`src/rtl/deserializador_pkg.sv`:
```
// Shared definitions for the serial-to-parallel collector.
// Optional build macro: DESER_PARITY_EN (adds a trailing even-parity bit per frame).
package deserializador_pkg;

    // Bit order of the incoming serial stream
    typedef enum logic {
        MSB_FIRST = 1'b0,
        LSB_FIRST = 1'b1
    } dir_t;

    // Collector state
    typedef enum logic {
        ST_IDLE    = 1'b0,
        ST_COLLECT = 1'b1
    } state_t;

    // Shift-register operating modes used by the upstream serializer
    typedef enum logic [1:0] {
        LOAD  = 2'd0,
        PUSH  = 2'd1,
        CYCLE = 2'd2
    } mode_t;

endpackage

```
`src/rtl/ranura_salida.sv`:
```
// One-word output slot: holds a completed word until consumed, flags overflow.
// Optional build macro: DESER_PARITY_EN (carries a parity-error flag with the word).
module ranura_salida
    import deserializador_pkg::*;
#(
    parameter int WIDTH = 32
) (
    input  logic             CLK,
    input  logic             RESET_L,
    input  logic             CLR,
    input  logic             READY,
    input  logic             DONE,
    input  logic [WIDTH-1:0] WORD,
`ifdef DESER_PARITY_EN
    input  logic             PAR_BAD,
    output logic             PAR_ERR,
`endif
    output logic [WIDTH-1:0] Q,
    output logic             VALID,
    output logic             OVF
);

    // Accept a completed word when the slot is free or being drained, else drop it and flag
    always_ff @(posedge CLK or negedge RESET_L) begin
        if (!RESET_L) begin
            Q     <= '0;
            VALID <= 1'b0;
            OVF   <= 1'b0;
`ifdef DESER_PARITY_EN
            PAR_ERR <= 1'b0;
`endif
        end else if (CLR) begin
            VALID <= 1'b0;
            OVF   <= 1'b0;
`ifdef DESER_PARITY_EN
            PAR_ERR <= 1'b0;
`endif
        end else if (DONE) begin
            if (!VALID || READY) begin
                Q     <= WORD;
                VALID <= 1'b1;
`ifdef DESER_PARITY_EN
                PAR_ERR <= PAR_BAD;
`endif
            end else begin
                OVF <= 1'b1;
            end
        end else if (VALID && READY) begin
            VALID <= 1'b0;
        end
    end

endmodule

```
`src/rtl/deserializador.sv`:
```
// Serial-to-parallel collector with VALID/READY output slot and sticky overflow.
// Optional build macro: DESER_PARITY_EN (frame gets one extra even-parity bit, PAR_ERR port).
module deserializador
    import deserializador_pkg::*;
#(
    parameter int WIDTH = 32,
    parameter int CNT_W = 6
) (
    input  logic             CLK,
    input  logic             RESET_L,
    input  logic             ENB,
    input  logic             S_IN,
    input  logic             DIR,
    input  logic             CLR,
    input  logic             READY,
    output logic [WIDTH-1:0] Q,
    output logic             VALID,
    output logic             OVF,
`ifdef DESER_PARITY_EN
    output logic             PAR_ERR,
`endif
    output logic [CNT_W-1:0] COUNT
);

`ifdef DESER_PARITY_EN
    // Final sampled bit of the frame is the parity bit, which is never shifted in
    localparam logic [CNT_W-1:0] LAST = CNT_W'(WIDTH);
`else
    localparam logic [CNT_W-1:0] LAST = CNT_W'(WIDTH - 1);
`endif

    state_t           state, state_nxt;
    logic [WIDTH-1:0] sh, sh_nxt, shifted, word;
    logic [CNT_W-1:0] count_nxt;
    logic             done;
`ifdef DESER_PARITY_EN
    logic             par_bad;
`endif

    // Shift/count datapath and collector next-state
    always_comb begin
        state_nxt = state;
        sh_nxt    = sh;
        count_nxt = COUNT;
        shifted   = (DIR == LSB_FIRST) ? {S_IN, sh[WIDTH-1:1]} : {sh[WIDTH-2:0], S_IN};
        done      = ENB && (COUNT == LAST);
`ifdef DESER_PARITY_EN
        word      = sh;
        par_bad   = (^sh) ^ S_IN;
`else
        word      = shifted;
`endif

        case (state)
            ST_IDLE:    if (ENB && !done) state_nxt = ST_COLLECT;
            ST_COLLECT: if (done)         state_nxt = ST_IDLE;
            default:                      state_nxt = ST_IDLE;
        endcase

        if (CLR) begin
            state_nxt = ST_IDLE;
            sh_nxt    = '0;
            count_nxt = '0;
        end else if (done) begin
            sh_nxt    = '0;
            count_nxt = '0;
        end else if (ENB) begin
            sh_nxt    = shifted;
            count_nxt = COUNT + 1'b1;
        end
    end

    // Collector state, shift register and bit counter
    always_ff @(posedge CLK or negedge RESET_L) begin
        if (!RESET_L) begin
            state <= ST_IDLE;
            sh    <= '0;
            COUNT <= '0;
        end else begin
            state <= state_nxt;
            sh    <= sh_nxt;
            COUNT <= count_nxt;
        end
    end

    ranura_salida #(
        .WIDTH (WIDTH)
    ) u_slot (
        .CLK     (CLK),
        .RESET_L (RESET_L),
        .CLR     (CLR),
        .READY   (READY),
        .DONE    (done),
        .WORD    (word),
`ifdef DESER_PARITY_EN
        .PAR_BAD (par_bad),
        .PAR_ERR (PAR_ERR),
`endif
        .Q       (Q),
        .VALID   (VALID),
        .OVF     (OVF)
    );

endmodule

```
`config.mk`:
```
export PLATFORM = sky130hd
export DESIGN_NAME = deserializador
export DESIGN_NICKNAME = d
export VERILOG_FILES = /design/src/rtl/deserializador_pkg.sv /design/src/rtl/ranura_salida.sv /design/src/rtl/deserializador.sv
export SDC_FILE = /design/constraint.sdc
export NUM_CORES = 1
export LEC_CHECK = 0
export ABC_AREA = 1
export CAP_MARGIN = 25
export CORE_ASPECT_RATIO = 1.1
export CORE_MARGIN = 5
export CORE_UTILIZATION = 55
export CTS_CLUSTER_SIZE = 10
export DETAILED_ROUTE_END_ITERATION = 12
export PLACE_DENSITY = 0.8
export SYNTH_ARGS = -nofsm -noshare
export SYNTH_HDL_FRONTEND = slang
export SYNTH_SLANG_ARGS = --single-unit
```
`constraint.sdc`:
```
create_clock -name CLK -period 3.3 [get_ports CLK]
set_input_delay 0.495 -clock CLK [delete_from_list [all_inputs] [get_ports CLK]]
set_output_delay 0.495 -clock CLK [all_outputs]
set_load 0.01 [all_outputs]
```
==> results by group, run 1 <==
Pwr
  • LEAKAGE: between 2 and 2.5 nW
  • Power density cells: 401.6 nW/um^2
  • Max rail drop VDD: 0.2566 mV

Global routing
  • Vias in the first global route: between 3k and 4k
  • First-pass GRT wire length: around 14 mm
  • Initial antenna violation count: 0
  • Total GRT Usage: 0.2134
  • GRT Residual Overflow: 0
  • Largest net degree at the start of global routing: 65

Logic synthesis
  • Synthesized flop and latch total: 72
  • Synth warn: 0
  • Sequential area share after synthesis: 0.5051
  • Synth unique cells: 23
  • Average size of a mapped cell: 8.016 sq um
  • Synthesized cell area: 3567 sq um
  • Syn nets: 453
  • Synthesized instance count: 445

Timing
  • Final Setup Violations: 0
  • Final Hold Viols: 0
  • RSZ-0062 raised after global routing: no
  • Hold slack: ~260 ps
  • Post-route minimum period: around 2000 ps
  • Skew final: 6.870 ps
  • Slew Viols, Final: 0
  • Worst Tran Pin Value: 854.7 ps
  • Final period utilization: 0.6063
  • Total negative slack: 0 ps
  • Slew HR: 0.4302
  • F_max: 499.8 MHz

Critical path
  • CP Max Fanout: 28
  • CP endpoint kind: flip-flop
  • R2r worst-path depth: 6
  • Type of the worst setup path: primary input to flip-flop
  • FF-to-FF setup slack: 1430 ps
  • Data arrival time of the critical path: 2230 ps
  • CP startpoint kind: primary input
  • Worst Path Required: 3530 ps
  • Reg2reg end: COUNT[5]
  • R2R Path Start: COUNT[1]

CTS
  • Clk buf depth: 2
  • # clock sinks: 72
  • Post-CTS sizing: 0
  • Root Buffer: clkbuf_8
  • Clock buffer count from CTS: 9
  • Hold-fix buffers, CTS: 0
  • Worst skew pair latency: 350 ps
  • CTS tree: done
  • H-tree levels: 3
  • Post-CTS Setup Bufs: 0
  • Clock transition at path regs: around 70 ps

Floorplan
  • Die W: 86.79 microns
  • Chip Height: 94.47 microns
  • Rows: 30
  • Placeable core area: 6231 sq um
  • Die Area: 8198 sq um
  • Top Ports: 47
  • Initial Util: 0.5725

Finish
  • Commonest non-fill, non-tap cell in the layout: nand2_1
  • Most frequent cells in the layout: nand2_1, dfrtp_1, clkdlybuf4s50_1
  • Syn-to-layout area delta: 18.41%
  • Share of layout cells above drive strength 1: 0.08642
  • ANT cells: 0
  • Area of the multi-input gates: between 1000 and 1500 sq um
  • # nets final: ~500
  • Fillcell total: 537
  • Register area: 1802 sq um

Flow run
  • Number of max-cap violations: 0

Drt
  • Drt total wl: 7.728 mm
  • Vias per cell: 5.343
  • DRC errors left: 0
  • Met1 wire length: ~3.5 mm
  • Routed via count: between 3k and 4k
  • First drt pass iteration count: 5
  • Top layer in use: met4
  • Met3 WL post-DR: 466 microns
  • Met2 Routed Length: 3.690 mm
  • Antenna-violating nets left: 0
  • DR WL/cell: 13.65 microns
  • Initial detailed-routing violation count: 254

Worst hold path
  • Hold WC Path Type: primary input to asynchronous set/reset pin

Place
  • GPL Wtd Cong: about 0.85
  • I/O Buffers: 46
  • Post-detail-place hpwl: roughly 5 mm

Outcome
  • Status: finished, final reports clean
[area by class of cell]
type,instances,area share
sequential,72,0.4265
multi-input combinational,301,0.3389
clock buffer,12,0.03910
inverter,46,0.04088
timing repair buffer,52,0.1214
clock inverter,3,0.009479
tap,80,0.02370
[cell families (layout without fill, tap and decap cells)]
kind of cell / Yosys count / after routing / share of synthesized area
flip-flops: 72 / 72 / 0.5051
adder cells (fa/ha/maj): 1 / 1 / 0.003507
buffers and inverters: 72 / 113 / 0.09435
AO/OA/AOI/OAI: 42 / 42 / 0.06384
AND/OR/NAND/NOR: 258 / 258 / 0.3332
[through the flow]
step | setup WS [ps] | total power [W] | cells | instance area [sq um] | util
floorplan | 1887 | 0.0009486 | 445 | 3567 | -
global placement | 997.4 | 0.0009907 | 551 | 4019 | 0.6450
detailed placement | 941.2 | 0.0009920 | 551 | 4019 | 0.6450
CTS | 1315 | 0.001715 | 566 | 4224 | 0.6779
global route | 1183 | 0.001767 | 566 | 4224 | 0.6779
finish | 1299 | 0.001696 | 566 | 4224 | 0.6779
[power breakdown]
group | switching [W] | internal, W
combinational | 0.0000620 | 0.0000220
clock | 0.000318 | 0.000404
sequential | 0.00000400 | 0.000886
[Yosys cell counts, drive strengths merged]
master | instances | area share
ha | 1 | 0.0035
o21bai | 1 | 0.0021
o21ai | 34 | 0.048
nand2 | 170 | 0.18
nand4 | 36 | 0.063
dfrtp | 72 | 0.51
inv | 46 | 0.048
nand3 | 31 | 0.061
buf | 20 | 0.040
a22o | 1 | 0.0025
nor2 | 21 | 0.027
clkbuf | 6 | 0.0063
a21oi | 6 | 0.012
[worst max path at each step]
stage / start / to / slack [ps] / cells past startpoint
2_1_floorplan: COUNT[1] / sh[23] / 1890 / 7
3_3_place_gp: ENB / sh[1] / 1000 / 6
3_5_place_dp: ENB / COUNT[5] / 940 / 6
4_1_cts: ENB / COUNT[5] / 1320 / 6
5_1_grt: ENB / COUNT[5] / 1180 / 6
6_report: ENB / COUNT[5] / 1300 / 6
[per-layer routing]
metal	vias to the layer above	track usage
met2	94	0.3424
met1	1422	0.2796
li1	1501	-
met3	7	0.05934
met4	0	0.06883
met5	-	0
[sequential cells by signal, indices dropped and copies added (netlist names)]
name	cells
COUNT	6
sh	32
u_slot.OVF	1
u_slot.Q	32
u_slot.VALID	1
[critical path, stage by stage]
cell             delay [ps]
clkdlybuf4s50_1         610
nand3_2                 170
nor2_8                  260
nand2_4                 280
nand2_1                 310
nor2_1                   90
No activity file was read; power rests on OpenSTA's default activity.
==> inputs of run 2 (changes only) <==
Settings changed: CORE_UTILIZATION 55 to 50, PLACE_DENSITY 0.8 to 0.76.
Clock period 3.3 ns to 1.8 ns, I/O delays scaled along.
==> run 2 against run 1 <==
Clock skew fell by 0.53 ps. Utilization shrank 4.5 points. Sequential share of layout area is 1.8 points lower. Sequential power is 83% higher.
==> results by group, run 2 (synthesis gave the netlist of run 1 again) <==
Critical path
  • Crit path cell chain: clkdlybuf4s50_1
  • R2R Path Start: COUNT[0]
  • CP startpoint: COUNT[2]
  • CP Max Fanout: 7 (-75%)
  • Worst Setup EP: COUNT[2]
  • Buf/Inv on CP: 1 (unchanged)
  • Worst Path Required: 1530 ps (-2000 ps)
  • Critical path's top delay family: buffers and inverters
  • R2r worst-path depth: 6 (unchanged)
  • Crit path largest cell delay: 600 ps (about the same)
  • Data arrival time of the critical path: 1440 ps (-790 ps)
  • Type of the worst setup path: flip-flop to primary output
  • CP endpoint kind: primary output
  • Slowest CP cell: clkdlybuf4s50_1
  • CP startpoint kind: flip-flop
  • Reg2reg end: u_slot.Q[0]
  • WP depth: 1 (-5)
  • FF-to-FF setup slack: 210 ps (-1220 ps)

Flow run
  • Number of max-cap violations: 0 (unchanged)

Place
  • Post-Place Cells: 563 (+2.2%)
  • Post-detail-place hpwl: 5.376 mm (+9.2%)
  • GPL Wtd Cong: 0.7926 (-7.1%)
  • I/O Buffers: 46 (unchanged)

Timing
  • Hold slack: 458.0 ps (+201.2 ps)
  • Final Hold Viols: 0 (unchanged)
  • Worst Tran Pin Value: 596.3 ps (-258.4 ps)
  • Slew Viols, Final: 0 (unchanged)
  • F_max: between 500 and 600 MHz
  • Final Setup Violations: 0 (unchanged)
  • Skew final: 6.335 ps (-0.5343 ps)
  • Post-route minimum period: 1713 ps
  • Total negative slack: 0 ps (unchanged)
  • Slew HR: 0.6024 (+0.1723)
  • RSZ-0062 raised after global routing: no
  • Final period utilization: 0.9515

CTS
  • Clk buf depth: 2 (unchanged)
  • # clock sinks: 72 (unchanged)
  • H-tree levels: 3 (unchanged)
  • Post-CTS Setup Bufs: 0 (unchanged)
  • Clock transition at path regs: 80 ps (about the same)
  • CTS tree: done
  • Root Buffer: clkbuf_8
  • Clock buffer count from CTS: 9 (unchanged)
  • Worst skew pair latency: 350 ps (about the same)

Finish
  • Syn-to-layout area delta: 23.54%
  • # nets final: 499 (+1.8%)
  • Final Util: 0.6325 (-0.04537)
  • ANT cells: 0 (unchanged)
  • Biggest regs: sh x32, u_slot.Q x32, COUNT x6
  • Final Non-Filler Cells: 581 (+2.7%)
  • Most frequent cells in the layout: nand2_1, dfrtp_1, clkdlybuf4s50_1
  • Commonest non-fill, non-tap cell in the layout: nand2_1
  • Share of layout cells above drive strength 1: 0.1028 (+0.01640)

Global routing
  • First-pass GRT wire length: 14.20 mm (+1.8%)
  • Vias in the first global route: 3045 (-2.0%)
  • Largest net degree at the start of global routing: 65 (unchanged)
  • Total GRT Usage: 0.1907 (-0.02273)
  • GRT Residual Overflow: 0 (unchanged)
  • Initial antenna violation count: 0 (unchanged)

Floorplan
  • Initial Util: 0.5120 (-0.06046)
  • Rows: 32 (+6.7%)
  • Chip Height: 98.59 microns (+4.4%)
  • Die Area: 8925 sq um (+8.9%)
  • Die W: 90.54 microns (+4.3%)
  • Placeable core area: 6967 sq um (+12%)
  • Top Ports: 47 (unchanged)

Drt
  • Initial detailed-routing violation count: 221 (-13%)
  • Routed via count: 3087 (+2.1%)
  • DR WL/cell: 14.25 microns (+4.4%)
  • Drt total wl: 8.281 mm (+7.2%)
  • First drt pass iteration count: 5 (unchanged)
  • Vias per cell: 5.313 (-0.55%)
  • DRC errors left: 0 (unchanged)
  • Antenna-violating nets left: 0 (unchanged)

Outcome
  • Status: finished, final reports clean

Pwr
  • Max rail drop VDD: 0.5290 mV (+110%)
  • Power density cells: 753.3 nW/um^2 (+88%)
  • LEAKAGE: 2.132 nW (+3.7%)

Worst hold path
  • Hold WC Path Type: primary input to asynchronous set/reset pin
[run 2: cell count changes in the layout (fill, tap and decap cells not counted)]
cell and change:
nand3_4 +1, buf_4 +2, buf_12 +5, inv_6 +1
clkinv_2 -1, bufinv_16 +1, dlygate4sd3_1 +1
[run 2: metal layers]
metal / routed length [microns] / vias up / track usage
met2: 4073 / 78 / 0.3136
met4: 153 / 0 / 0.08018
li1: - / 1529 / -
met1: 3659 / 1467 / 0.2484
met5: 0 / - / 0
met3: 395 / 13 / 0.03359
[run 2: final cells by class]
cell class	count	area, sq um
fill	616	2560
sequential	72	1802
multi-input combinational	302	1449
timing repair buffer	60	638.1
inverter	46	172.7
clock buffer	12	165.2
tap	85	106.4
clock inverter	4	73.82
[run 2: per-stage QoR]
step | cell area, sq um | total power (W) | worst slack (ps)
floorplan | 3567 | 0.001739 | 387.3
global placement | 4140 | 0.001840 | 45.36
detailed placement | 4140 | 0.001842 | 12.84
CTS | 4389 | 0.003353 | 70.06
global route | 4407 | 0.003442 | 32.24
finish | 4407 | 0.003319 | 87.27
[run 2: worst reg2reg max path: stages, from the launching register on]
cell and delay (ps):
dfrtp_1 420, ha_1 240, nand3_2 150, nor2_8 230, buf_4 260, nand4_1 140
nand2_1 90
[run 2: how the worst min path moves through the flow]
stage                 startpoint           end  slack [ps]  cells after the start
finish                   RESET_L         sh[7]         460                      2
global route        u_slot.Q[16]  u_slot.Q[16]         500                      2
CTS                      RESET_L         sh[7]         460                      2
detailed placement       RESET_L         sh[0]         310                      1
global placement         RESET_L         sh[0]         300                      1
floorplan                RESET_L      COUNT[0]         -30                      0
[run 2: report_power, final]
group	internal, W	total [W]	switching (W)
combinational	0.0000591	0.000181	0.000122
sequential	0.00162	0.00163	0.00000724
clock	0.000897	0.00151	0.000612
[run 2: repair_timing]
item | 4_1_cts | 5_1_grt
hold endpoints to repair | 20 | 0
resized for setup | 0 | 1
setup endpoints to repair | 0 | 29
hold buffers | 1 | 0
==> inputs of run 3 (changes only) <==
Settings changed: CORE_UTILIZATION 50 to 49, PLACE_DENSITY 0.76 to 0.75, SYNTH_HIERARCHICAL set to 1.
==> run 3 against run 2 <==
Fmax up 4.7%. Count of clock-buffer cells in the layout up 1. Non-clock buffer count up 2. Clock power down 15%. Critical path depth up 1. Routed wire length down 13%. Worst setup slack better by 77 ps. Area after synthesis down 1.8%. Combinational power up 43%. Critical path type unchanged. Largest cell class unchanged. Largest power group unchanged.
==> results by group, run 3 <==
Outcome
  • Status: finished, final reports clean

Logic synthesis
  • Syn nets: 412 (-9.1%)
  • Synth unique cells: 28 (+22%)
  • Top-count cell post-synth: nand2_1
  • Ys async rst share: 1.000 (unchanged)
  • Largest area contributor in the netlist: dfrtp_1
  • Synthesized instance count: 404 (-9.2%)
  • Synth warn: 6 (+6)
  • Yosys top cell area share: 0.5143 (+0.009200)
  • Most frequent cells after synthesis: nand2_1, dfrtp_1, nand3_1
  • Synthesized flop and latch total: 72 (unchanged)
  • Sequential area share after synthesis: 0.5143 (+0.009200)
  • Synthesized cell area: 3503 sq um (-1.8%)
  • Post-synth EDFFs: 0 (unchanged)
  • Synth area leaders: dfrtp_1, nand2_1, nand3_1
  • Average size of a mapped cell: 8.672 sq um (+8.2%)
  • Ys flop type: dfrtp_1

Timing
  • Slew Viols, Final: 0 (unchanged)
  • Total negative slack: 0 ps (unchanged)
  • RSZ-0062 raised after global routing: no
  • Final Hold Viols: 0 (unchanged)
  • Skew final: 10.37 ps (+4.033 ps)
  • Worst Tran Pin Value: 380.5 ps (-215.9 ps)
  • Post-route minimum period: 1636 ps (-76.52 ps)
  • Slew HR: 0.7464 (+0.1439)
  • F_max: 611.2 MHz (+4.7%)
  • Final Setup Violations: 0 (unchanged)
  • Final period utilization: 0.9090 (-0.04251)

Drt
  • Routed via count: 2813 (-8.9%)
  • Initial detailed-routing violation count: 121 (-45%)
  • DR WL/cell: 13.32 microns (-6.6%)
  • Drt total wl: 7.219 mm (-13%)
  • First drt pass iteration count: 4 (-1)
  • Antenna-violating nets left: 0 (unchanged)
  • DRC errors left: 0 (unchanged)
  • Vias per cell: 5.190 (-2.3%)

Finish
  • Share of layout cells above drive strength 1: 0.1488 (+0.04597)
  • Most frequent cells in the layout: nand2_1, dfrtp_1, nand3_1
  • # nets final: 460 (-7.8%)
  • Biggest regs: sh x32, u_slot/Q x32, COUNT x6
  • Fillcell total: 627 (+1.8%)
  • Syn-to-layout area delta: 21.07%
  • ANT cells: 0 (unchanged)
  • Commonest non-fill, non-tap cell in the layout: nand2_1
  • Final Util: 0.6054 (-0.02719)

CTS
  • # clock sinks: 72 (unchanged)
  • Clock buffer count from CTS: 9 (unchanged)
  • H-tree levels: 3 (unchanged)
  • Clk buf depth: 2 (unchanged)
  • Root Buffer: clkbuf_8
  • Clock transition at path regs: 70 ps (about the same)
  • Post-CTS sizing: 0 (unchanged)
  • Worst skew pair latency: 340 ps (about the same)
  • CTS tree: done

Critical path
  • CP Max Fanout: 3 (-4)
  • Type of the worst setup path: flip-flop to primary output
  • CP endpoint kind: primary output
  • Worst Path Required: 1530 ps (about the same)
  • Data arrival time of the critical path: 1370 ps (-70 ps)
  • CP startpoint kind: flip-flop

Floorplan
  • Rows: 32 (unchanged)
  • Chip Height: 98.68 microns (about the same)
  • Initial Util: 0.5000 (-0.01203)
  • Die W: 90.62 microns (about the same)
  • Die Area: 8942 sq um (+0.19%)
  • Placeable core area: 7007 sq um (+0.57%)
  • Top Ports: 47 (unchanged)

Pwr
  • Power density cells: 753.6 nW/um^2 (about the same)
  • LEAKAGE: 2.029 nW (-4.8%)
  • Max rail drop VDD: 0.3481 mV (-34%)

Global routing
  • Largest net degree at the start of global routing: 73 (+12%)
  • GRT Residual Overflow: 0 (unchanged)
  • Initial antenna violation count: 0 (unchanged)
  • Total GRT Usage: 0.1692 (-0.02152)
  • First-pass GRT wire length: 12.59 mm (-11%)
  • Vias in the first global route: 2775 (-8.9%)

Place
  • Post-detail-place hpwl: 4.675 mm (-13%)
  • GPL Wtd Cong: 0.8270 (+4.3%)
  • I/O Buffers: 46 (unchanged)

Flow run
  • Number of max-cap violations: 0 (unchanged)

Worst hold path
  • Hold WC Path Type: primary input to asynchronous set/reset pin
-- run 3: cell types whose count changed after synthesis, moves of 19 or more --
| cell | delta |
|---|---|
| inv_1 | -19 |
| nand4_1 | -34 |
| o21ai_0 | -29 |
| nand3_1 | +41 |
| o21ai_1 | +27 |
| nand2_1 | -43 |
-- run 3: routing by layer --
metal  GRT usage  routed length [microns]  up-vias
li1            -                        -     1403
met1      0.2145                     3319     1328
met2      0.2784                     3411       71
met3     0.03893                      361       11
met4     0.07102                      127        0
met5           0                        0        -
-- run 3: worst max-delay path, cell delays in order (launching register included) --
cell	delay, ps
dfrtp_1	380
buf_4	130
clkdlybuf4s50_1	530
-- run 3: cell families (layout without fill, tap and decap cells) --
logic type,after synthesis,in the layout,share of synthesized area
and+or+nand+nor,225,225,0.2918
DFF,72,72,0.5143
buffers and inverters,53,106,0.09536
AOI/OAI and AO/OA,52,52,0.09250
adders and majority gates,1,1,0.003571
xor gates and xnor gates,1,1,0.002500
-- run 3: final timing paths --
path,from,to,slack [ps],cells past startpoint
setup / recovery,COUNT[1],COUNT[1],160,2
hold / removal,RESET_L,u_slot/Q[4],470,3
setup reg to reg,COUNT[1],u_slot/Q[17],170,11
hold reg to reg,u_slot/Q[11],u_slot/Q[11],470,2
max in group asynchronous,RESET_L,COUNT[1],1000,3
min in group CLK,u_slot/Q[11],u_slot/Q[11],470,2
-- run 3: per-stage QoR --
step	hold slack, ps	setup slack (ps)	instance area, sq um	instances	power, W
2_1_floorplan	-25.59	56.06	3503	404	0.001850
3_3_place_gp	326.3	184.7	4010	522	0.001939
3_5_place_dp	330.7	146.2	4010	522	0.001944
4_1_cts	476.5	119.6	4219	539	0.003218
5_1_grt	481.8	12.08	4242	542	0.003334
6_report	470.7	163.8	4242	542	0.003196
-- run 3: layout make-up --
class | instances | area [sq um] | share of cell area
clock buffer | 13 | 158.9 | 0.03746
inverter | 28 | 106.4 | 0.02507
tap | 85 | 106.4 | 0.02507
sequential | 72 | 1802 | 0.4248
multi-input combinational | 279 | 1368 | 0.3224
clock inverter | 3 | 40.04 | 0.009440
timing repair buffer | 62 | 660.6 | 0.1558
-- run 3: timing repair --
action                                  4_1_cts  5_1_grt
endpoints found under the setup margin        0       29
endpoints found under the hold margin        72        0
setup buffers                                 0        3
hold buffers                                  1        0
-- run 3: power breakdown --
group | total (W) | leakage (nW) | internal, W | switching, W
combinational | 0.000259 | 0.929 | 0.0000934 | 0.000166
sequential | 0.00166 | 0.997 | 0.00164 | 0.0000165
clock | 0.00128 | 0.103 | 0.000713 | 0.000563
total | 0.00320 | 2.03 | 0.00245 | 0.000745
